<file path="config.mk">
export PLATFORM = sky130hd
export DESIGN_NAME = seg7_to_hex_flat
export DESIGN_NICKNAME = d
export VERILOG_FILES = /design/src/rtl/seg7_to_hex_if.sv /design/src/rtl/seg7_to_hex.sv /design/src/flat_wrapper.sv
export SDC_FILE = /design/constraint.sdc
export NUM_CORES = 1
export LEC_CHECK = 0
export BUFFER_PORTS_ARGS = -buffer_cell sky130_fd_sc_hd__buf_2
export CORE_UTILIZATION = 37
export DETAILED_ROUTE_END_ITERATION = 8
export GPL_TIMING_DRIVEN = 0
export PLACE_DENSITY = 0.55
export SYNTH_ARGS = -nofsm -noshare
export SYNTH_HDL_FRONTEND = slang
export SYNTH_SLANG_ARGS = --single-unit
</file>
<file path="constraint.sdc">
create_clock -name clk -period 2.9 [get_ports clk]
set_input_delay 0.435 -clock clk [delete_from_list [all_inputs] [get_ports clk]]
set_output_delay 0.435 -clock clk [all_outputs]
set_load 0.005 [all_outputs]
</file>
<file path="src/rtl/seg7_to_hex_if.sv">
// Segment bus plus decoded readback for the seven-segment decoder.
// master drives the segments, slave is the decoder producing the readback.
interface seg7_to_hex_if;
  logic [6:0] display;
  logic [3:0] num;
  logic       valid;
  logic       blank;
  logic       update;
  logic       err;
  logic [7:0] change_count;

  modport master (output display, input num, valid, blank, update, err, change_count);
  modport slave  (input display, output num, valid, blank, update, err, change_count);
endinterface

</file>
<file path="src/rtl/seg7_to_hex.sv">
// Active-low seven-segment readback: debounce a pattern for STABLE_CYCLES edges,
// then lock it as a hex digit, blank or illegal pattern.
module seg7_to_hex #(
  parameter int STABLE_CYCLES = 4
) (
  input logic          clk,
  input logic          reset,
  seg7_to_hex_if.slave bus
);
  localparam int             CW   = $clog2(STABLE_CYCLES + 1);
  localparam logic [CW-1:0]  SMAX = CW'(STABLE_CYCLES);

  typedef enum logic [1:0] {EMPTY, DIGIT, BLANK, ILLEGAL} state_t;

  state_t        state_q, state_d;
  logic [6:0]    sample, cand, lit;
  logic [CW-1:0] cnt, cnt_d;
  logic          mismatch, qualify, legal, is_blank;
  logic [3:0]    dec;
  logic [3:0]    num_q, num_d;
  logic          valid_q, valid_d, blank_q, blank_d;
  logic          update_q, update_d, err_q, err_d;
  logic [7:0]    cc_q, cc_d;

  always_comb begin
    mismatch = sample != cand;
    cnt_d    = mismatch ? CW'(1) : ((cnt == SMAX) ? cnt : cnt + CW'(1));
    qualify  = (cnt_d == SMAX) && (mismatch || cnt != SMAX);
  end

  // A qualify only happens when cand ends up equal to sample, so decode sample.
  always_comb begin
    lit      = ~sample;
    is_blank = sample == 7'h7F;
    legal    = 1'b1;
    dec      = 4'h0;
    case (lit)
      7'b0111111: dec = 4'h0;
      7'b0000110: dec = 4'h1;
      7'b1011011: dec = 4'h2;
      7'b1001111: dec = 4'h3;
      7'b1100110: dec = 4'h4;
      7'b1101101: dec = 4'h5;
      7'b1111101: dec = 4'h6;
      7'b0000111: dec = 4'h7;
      7'b1111111: dec = 4'h8;
      7'b1100111: dec = 4'h9;
      7'b1110111: dec = 4'hA;
      7'b1111100: dec = 4'hB;
      7'b0111001: dec = 4'hC;
      7'b1011110: dec = 4'hD;
      7'b1111001: dec = 4'hE;
      7'b1110001: dec = 4'hF;
      default:    legal = 1'b0;
    endcase
  end

  always_comb begin
    state_d  = state_q;
    num_d    = num_q;
    valid_d  = valid_q;
    blank_d  = blank_q;
    update_d = 1'b0;
    err_d    = 1'b0;
    cc_d     = cc_q;
    if (qualify) begin
      if (is_blank) begin
        state_d = BLANK;
        valid_d = 1'b0;
        blank_d = 1'b1;
      end else if (legal) begin
        state_d = DIGIT;
        num_d   = dec;
        valid_d = 1'b1;
        blank_d = 1'b0;
        if (state_q != DIGIT || dec != num_q) begin
          update_d = 1'b1;
          if (cc_q != 8'hFF) cc_d = cc_q + 8'd1;
        end
      end else begin
        state_d = ILLEGAL;
        valid_d = 1'b0;
        blank_d = 1'b0;
        err_d   = 1'b1;
      end
    end
  end

  always_ff @(posedge clk) begin
    if (reset) begin
      sample   <= 7'h7F;
      cand     <= 7'h7F;
      cnt      <= '0;
      state_q  <= EMPTY;
      num_q    <= 4'h0;
      valid_q  <= 1'b0;
      blank_q  <= 1'b0;
      update_q <= 1'b0;
      err_q    <= 1'b0;
      cc_q     <= 8'h00;
    end else begin
      sample   <= bus.display;
      cand     <= sample;
      cnt      <= cnt_d;
      state_q  <= state_d;
      num_q    <= num_d;
      valid_q  <= valid_d;
      blank_q  <= blank_d;
      update_q <= update_d;
      err_q    <= err_d;
      cc_q     <= cc_d;
    end
  end

  assign bus.num          = num_q;
  assign bus.valid        = valid_q;
  assign bus.blank        = blank_q;
  assign bus.update       = update_q;
  assign bus.err          = err_q;
  assign bus.change_count = cc_q;
endmodule

</file>
<file path="src/flat_wrapper.sv">
// flat-port wrapper written by rule: the top's interface ports become plain ports
module seg7_to_hex_flat 
#(
  parameter int STABLE_CYCLES = 4
)
  (clk, reset, bus_display, bus_num, bus_valid, bus_blank, bus_update, bus_err, bus_change_count);
  seg7_to_hex_if bus_i ();
  input logic clk;
  input logic reset;
  input wire logic [$bits(bus_i.display)-1:0] bus_display;
  output wire logic [$bits(bus_i.num)-1:0] bus_num;
  output wire logic [$bits(bus_i.valid)-1:0] bus_valid;
  output wire logic [$bits(bus_i.blank)-1:0] bus_blank;
  output wire logic [$bits(bus_i.update)-1:0] bus_update;
  output wire logic [$bits(bus_i.err)-1:0] bus_err;
  output wire logic [$bits(bus_i.change_count)-1:0] bus_change_count;
  assign bus_i.display = bus_display;
  assign bus_num = bus_i.num;
  assign bus_valid = bus_i.valid;
  assign bus_blank = bus_i.blank;
  assign bus_update = bus_i.update;
  assign bus_err = bus_i.err;
  assign bus_change_count = bus_i.change_count;
  seg7_to_hex #(.STABLE_CYCLES(STABLE_CYCLES)) u_core (.clk(clk), .reset(reset), .bus(bus_i));
endmodule
</file>
## After elaboration in Yosys (flattened, before gate mapping)

Index checks and enable logic that the tools add are counted.

- Add/subtract/negate cells: 2
- Equal/unequal tests: 24
- Mux-type cells: 11
- Bitwise operators: 4
- Reduce and logical (&&, ||, !) cells: 8

Operators with widths:

| operator | count |
|---|---|
| equality test 7 bit, second input constant | 13 |
| case mux 4 bit (15 select lines) | 1 |
| OR reduction 16 bit | 1 |
| equality test 7 x 3 -> 1 bit, second input constant | 2 |
| equality test 7 x 6 -> 1 bit, second input constant | 2 |
| adder 8 x 1 -> 8 bit, second input constant | 1 |
| inequality test 8 bit, second input constant | 1 |
| inequality test 7 bit | 1 |
| inverter 7 bit | 1 |
| equality test 3 bit, second input constant | 2 |
| 2-to-1 mux 1 bit | 6 |
| 2-to-1 mux 3 bit | 2 |
| AND reduction 5 bit | 1 |
| 2-to-1 mux 2 bit | 2 |
| inequality test 4 bit | 1 |
| OR reduction 4 bit | 1 |
| adder 3 x 1 -> 3 bit, second input constant | 1 |
| inequality test 3 bit, second input constant | 1 |
| inverter 1 bit | 3 |
| AND reduction 3 bit | 1 |
| OR reduction 3 bit | 1 |
| logical OR 1 bit | 2 |
| inequality test 2 x 1 -> 1 bit, second input constant | 1 |
| logical AND 1 bit | 1 |

- Bits in registers: 35
- Output and inout bits: 16

## Depth between registers and ports, before layout

- Word-level depth: 7
- Depth in mapped cells: 11

## Worst setup path before layout

OpenSTA, ideal clock, no wires.

- Path type: reg-to-reg
- Start point: reg u_core.sample[4]
- End point: reg u_core.cc_q[4] (netlist: u_core.bus.change_count[4])
- Arrival: 2.398 ns
- Required time: 2.777 ns
- Slack: 0.379 ns
- Stages on the path, launching flop included: 11
- Buffers on the path: 2
- Cell sequence: dfxtp_1 -> buf_6 -> or3_1 -> a2111o_1 -> nand3_1 -> xor2_1 -> a2111o_1 -> o21ba_1 -> buf_4 -> nand4_1 -> mux2_1

- Word-level cells in the longest chain between the ends: 6
- Elaborated cells between the ends (all ways): 30

RTL lines:

| element | RTL line | RTL |
|---|---|---|
| start: declaration | seg7_to_hex.sv:16 | `logic [6:0] sample, cand, lit;` |
| start signal: assignment | seg7_to_hex.sv:102 | `sample <= bus.display;` |
| inverter 7 bit | seg7_to_hex.sv:33 | `lit = ~sample;` |
| equality test 7 bit (tied with other cells) | seg7_to_hex.sv:37 | `case (lit)` |
| case mux 4 bit (15 select lines) | seg7_to_hex.sv:37 |  |
| inequality test 4 bit | seg7_to_hex.sv:76 | `if (state_q != DIGIT \|\| dec != num_q) begin` |
| logical OR 1 bit | seg7_to_hex.sv:76 |  |
| AND reduction 5 bit (no source line) * | - |  |
| end signal: assignment | seg7_to_hex.sv:100 | `cc_q <= 8'h00;` |
| end signal: assignment | seg7_to_hex.sv:111 | `cc_q <= cc_d;` |
| end: declaration | seg7_to_hex.sv:23 | `logic [7:0] cc_q, cc_d;` |

Mark *: on every way between the ends. The rest lies on a longest branch, timed or not.
A chain may end at the register's enable or synchronous reset.

## Worst setup path in the final report

- Start point: reg u_core.sample[5]
- End point: reg u_core.cc_q[4] (netlist: u_core.bus.change_count[4])

Same word-level chain as after synthesis.

==> summary.md <==
| Metric | Value |
|---|---|
| # Max-Cap Violations | 0 |
| Mapped Nets | 231 |
| Capturing point of the worst reg2reg path | u_core.bus.change_count[4] |
| Static leakage | 0.9154 nW |
| Pwr per Cell Area | 452.6 nW/um^2 |
| Post_cts resized | 0 |
| Slew headroom | 0.6684 |
| Most used flip-flop cell after synthesis | dfxtp_1 |
| Hold Vio Cnt, Final | 0 |
| I/O pin count | 25 |
| Post-synth EDFFs | 0 |
| Initial DRC Count | 68 |
| Vias in the first global route | 1372 |
| Seq/Total Area, Yosys | 0.3549 |
| Finish-stage setup viols | 0 |
| Filler cell count | 515 |
| DR pass1 iterations | 4 |
| Hold Path Class | input pin to flip-flop |
| Type of the worst setup path | flip-flop to flip-flop |
| Final Instance Area | 2290 sq um |
| Num Clock Sinks | 35 |
| Hold Path Origin | bus_display[6] |
| DP HPWL | 2855 um |
| Initial antenna violation count | 0 |
| Row count | 26 |
| DR vias/cell | 4.975 |
| Min Tclk post-route | 2.718 ns |
| Critical Path Source Type | flip-flop |
| Fin Setup TNS | 0 ns |
| R2R setup slack | 0.18 ns |
| Worst EP required | 3.08 ns |
| Die height | 75.05 um |
| Gr usage total | 0.1511 |
| Number of diodes | 0 |
| Core area | 5107 sq um |
| Synth Instances | 219 |
| I/O Buffers | 23 |
| Gr busiest metal | met2 |
| Clk slew on worst S/H paths | 0.07 ns |
| Die outline area | 5633 sq um |
| Hold Slack | 0.3274 ns |
| Nets@finish | 261 |
| Hold Path Sink | u_core.sample[6] |
| WP data arrival | 2.90 ns |
| First-pass GRT wire length | 6389 um |
| Ys Warns | 0 |
| RSZ-0062 raised after global routing | no |
| CTS root buf | clkbuf_8 |
| Min-Delay Path Depth | 2 |
| Worst R2R Start | u_core.sample[5] |
| Met1 GRT Util | 0.2005 |
| CTS Buffer Depth | 2 |
| Post-synth ARST share | 0 |
| Worst slew pin tran | 0.4974 ns |
| H-tree depth | 2 |
| Max Transition Viols Final | 0 |
| DRC viols | 0 |
| Peak VDD IR | 0.3058 mV |
| Later-pin clock latency in the skew report | 0.29 ns |
| Largest net degree at the start of global routing | 13 |
| Routed WL per cell | 12.23 um |
| Area grow syn2layout | 15.97% |
| Num CTS Buffers | 5 |
| Post-CTS Setup Bufs | 0 |
| Synth Cell Area | 1974 sq um |
| Number of synthesized register bits | 35 |
| Post-synth cell types | 61 |
| Chip width | 75.05 um |
| CTS tree | done |
| Placed Area | 2177 sq um |
| Worst reg2reg path depth | 10 |
| # hold bufs at CTS | 0 |
| Starting density of the core | 0.3866 |
| Tcrit/Tclk final | 0.9372 |
| Post-Syn Area per Cell | 9.015 sq um |
| F_max | 367.9 MHz |
| Routed vias | 1592 |
| Share of layout cells above drive strength 1 | 0.2720 |
| Detail Route Antenna Nets | 0 |
| Critical Path Fanout Max | 10 |
| Gp weighted congestion | 0.7937 |
| Setup Skew | 0.009115 ns |
| Status | complete, no violations |
| WL final | 3915 um |
| Critical Path Sink Type | flip-flop |
| Met2 usage | 0.2342 |
| Met3 track demand over resource | 0.04150 |
| Overflow after GRT | 0 |
worst max-delay path, cell delays in order (launching register included):
cell and delay (ns):
dfxtp_1 0.43, buf_4 0.22, xor2_2 0.09, nor4_4 0.34, nand4_4 0.18, nor3_4 0.33
nand3_1 0.18, o21ba_1 0.26, buf_4 0.14, nand4_1 0.12, mux2_1 0.32
cell usage in the layout (no fill, tap or decap), types with 4 or more instances in the layout:
master | netlist | layout
nor3_1 | 6 | 6
nor2_1 | 15 | 15
nand2_1 | 17 | 17
xor2_1 | 5 | 5
buf_2 | 3 | 26
clkbuf_8 | 0 | 5
inv_1 | 9 | 9
nand3_1 | 8 | 8
nand2b_1 | 5 | 5
a21oi_1 | 10 | 10
dfxtp_1 | 35 | 35
xnor2_1 | 7 | 7
clkbuf_1 | 5 | 5
or2_2 | 16 | 16
or3_1 | 4 | 4
routing by layer:
metal,part of all wire,vias to the layer above,wire [um]
met3,0.036,6,142
met5,0,-,0
met2,0.44,28,1717
li1,-,824,-
met1,0.51,734,2005
met4,0.012,0,48
final cells by class:
type | count | area [sq um] | share of cell area
buffer | 14 | 93.84 | 0.04098
clock inverter | 3 | 43.79 | 0.01913
timing repair buffer | 23 | 115.1 | 0.05027
inverter | 9 | 33.78 | 0.01475
sequential | 35 | 700.7 | 0.3060
tap | 70 | 87.58 | 0.03825
multi-input combinational | 161 | 1146 | 0.5005
clock buffer | 5 | 68.82 | 0.03005
metrics by stage:
stage / cells / worst slack (ns) / util / power [mW]
final: 320 / 0.1820 / 0.4483 / 1.036
after global placement: 312 / 0.1746 / 0.4263 / 0.6098
after floorplan: 219 / 0.3789 / - / 0.5883
after detailed placement: 312 / 0.1779 / 0.4263 / 0.6098
after CTS: 320 / 0.1657 / 0.4483 / 1.053
after global routing: 320 / 0.01193 / 0.4483 / 1.093
cells in the mapped netlist, types with 2 or more instances:
master / n / area (sq um)
a2111o_1: 2 / 22.52
a211oi_1: 2 / 15.01
a21boi_0: 2 / 15.01
a21oi_1: 10 / 50.05
and3_1: 2 / 12.51
and3b_1: 2 / 17.52
buf_2: 3 / 15.01
buf_4: 3 / 22.52
buf_6: 2 / 22.52
clkbuf_1: 5 / 18.77
dfxtp_1: 35 / 700.7
ha_1: 3 / 37.54
inv_1: 9 / 33.78
mux2_1: 2 / 22.52
mux2i_1: 2 / 20.02
nand2_1: 17 / 63.81
nand2b_1: 5 / 31.28
nand3_1: 8 / 40.04
nand3b_1: 3 / 22.52
nand4_1: 3 / 18.77
nand4b_1: 2 / 17.52
nor2_1: 15 / 56.30
nor2b_1: 3 / 18.77
nor3_1: 6 / 30.03
nor3b_1: 3 / 22.52
nor4_1: 2 / 12.51
o21ai_0: 3 / 15.01
o31ai_1: 2 / 15.01
o31ai_2: 2 / 25.02
or2_2: 16 / 100.1
or3_1: 4 / 25.02
xnor2_1: 7 / 61.31
xor2_1: 5 / 43.79
xor2_2: 2 / 32.53
logic make-up (layout without fill, tap and decap cells):
family          Yosys count  count (layout)  synth area share
xor+xnor                 14              14           0.06971
flops                    35              35            0.3549
fa+ha+maj                 3               3           0.01901
compound gates           37              37            0.1432
simple gates            103             103            0.3270
buf+inv                  23              54           0.06463
mux                       4               4           0.02155
registers in the layout, indices dropped and copies added, names as in the netlist:
name                     flops
u_core.bus.valid             1
u_core.sample                7
u_core.cand                  7
u_core.bus.num               4
u_core.bus.err               1
u_core.cnt                   3
u_core.bus.blank             1
u_core.bus.update            1
u_core.bus.change_count      8
u_core.state_q               2
power by group:
| group | internal (mW) | leakage [nW] | switching, mW | total [mW] |
|---|---|---|---|---|
| combinational | 0.0445 | 0.572 | 0.0532 | 0.0977 |
| sequential | 0.491 | 0.286 | 0.00919 | 0.500 |
| clock | 0.256 | 0.0581 | 0.183 | 0.439 |
how the worst max path moves through the flow:
| stage | to | slack [ns] | cells past startpoint | start |
|---|---|---|---|---|
| detailed placement | u_core.bus.change_count[4] | 0.18 | 10 | u_core.sample[5] |
| global placement | u_core.bus.change_count[4] | 0.17 | 10 | u_core.sample[5] |
| floorplan | u_core.bus.change_count[4] | 0.38 | 10 | u_core.sample[4] |
| global route | u_core.bus.change_count[4] | 0.01 | 10 | u_core.sample[5] |
| finish | u_core.bus.change_count[4] | 0.18 | 10 | u_core.sample[5] |
| CTS | u_core.bus.change_count[4] | 0.17 | 10 | u_core.sample[5] |
Power figures use the tool's default switching activity.
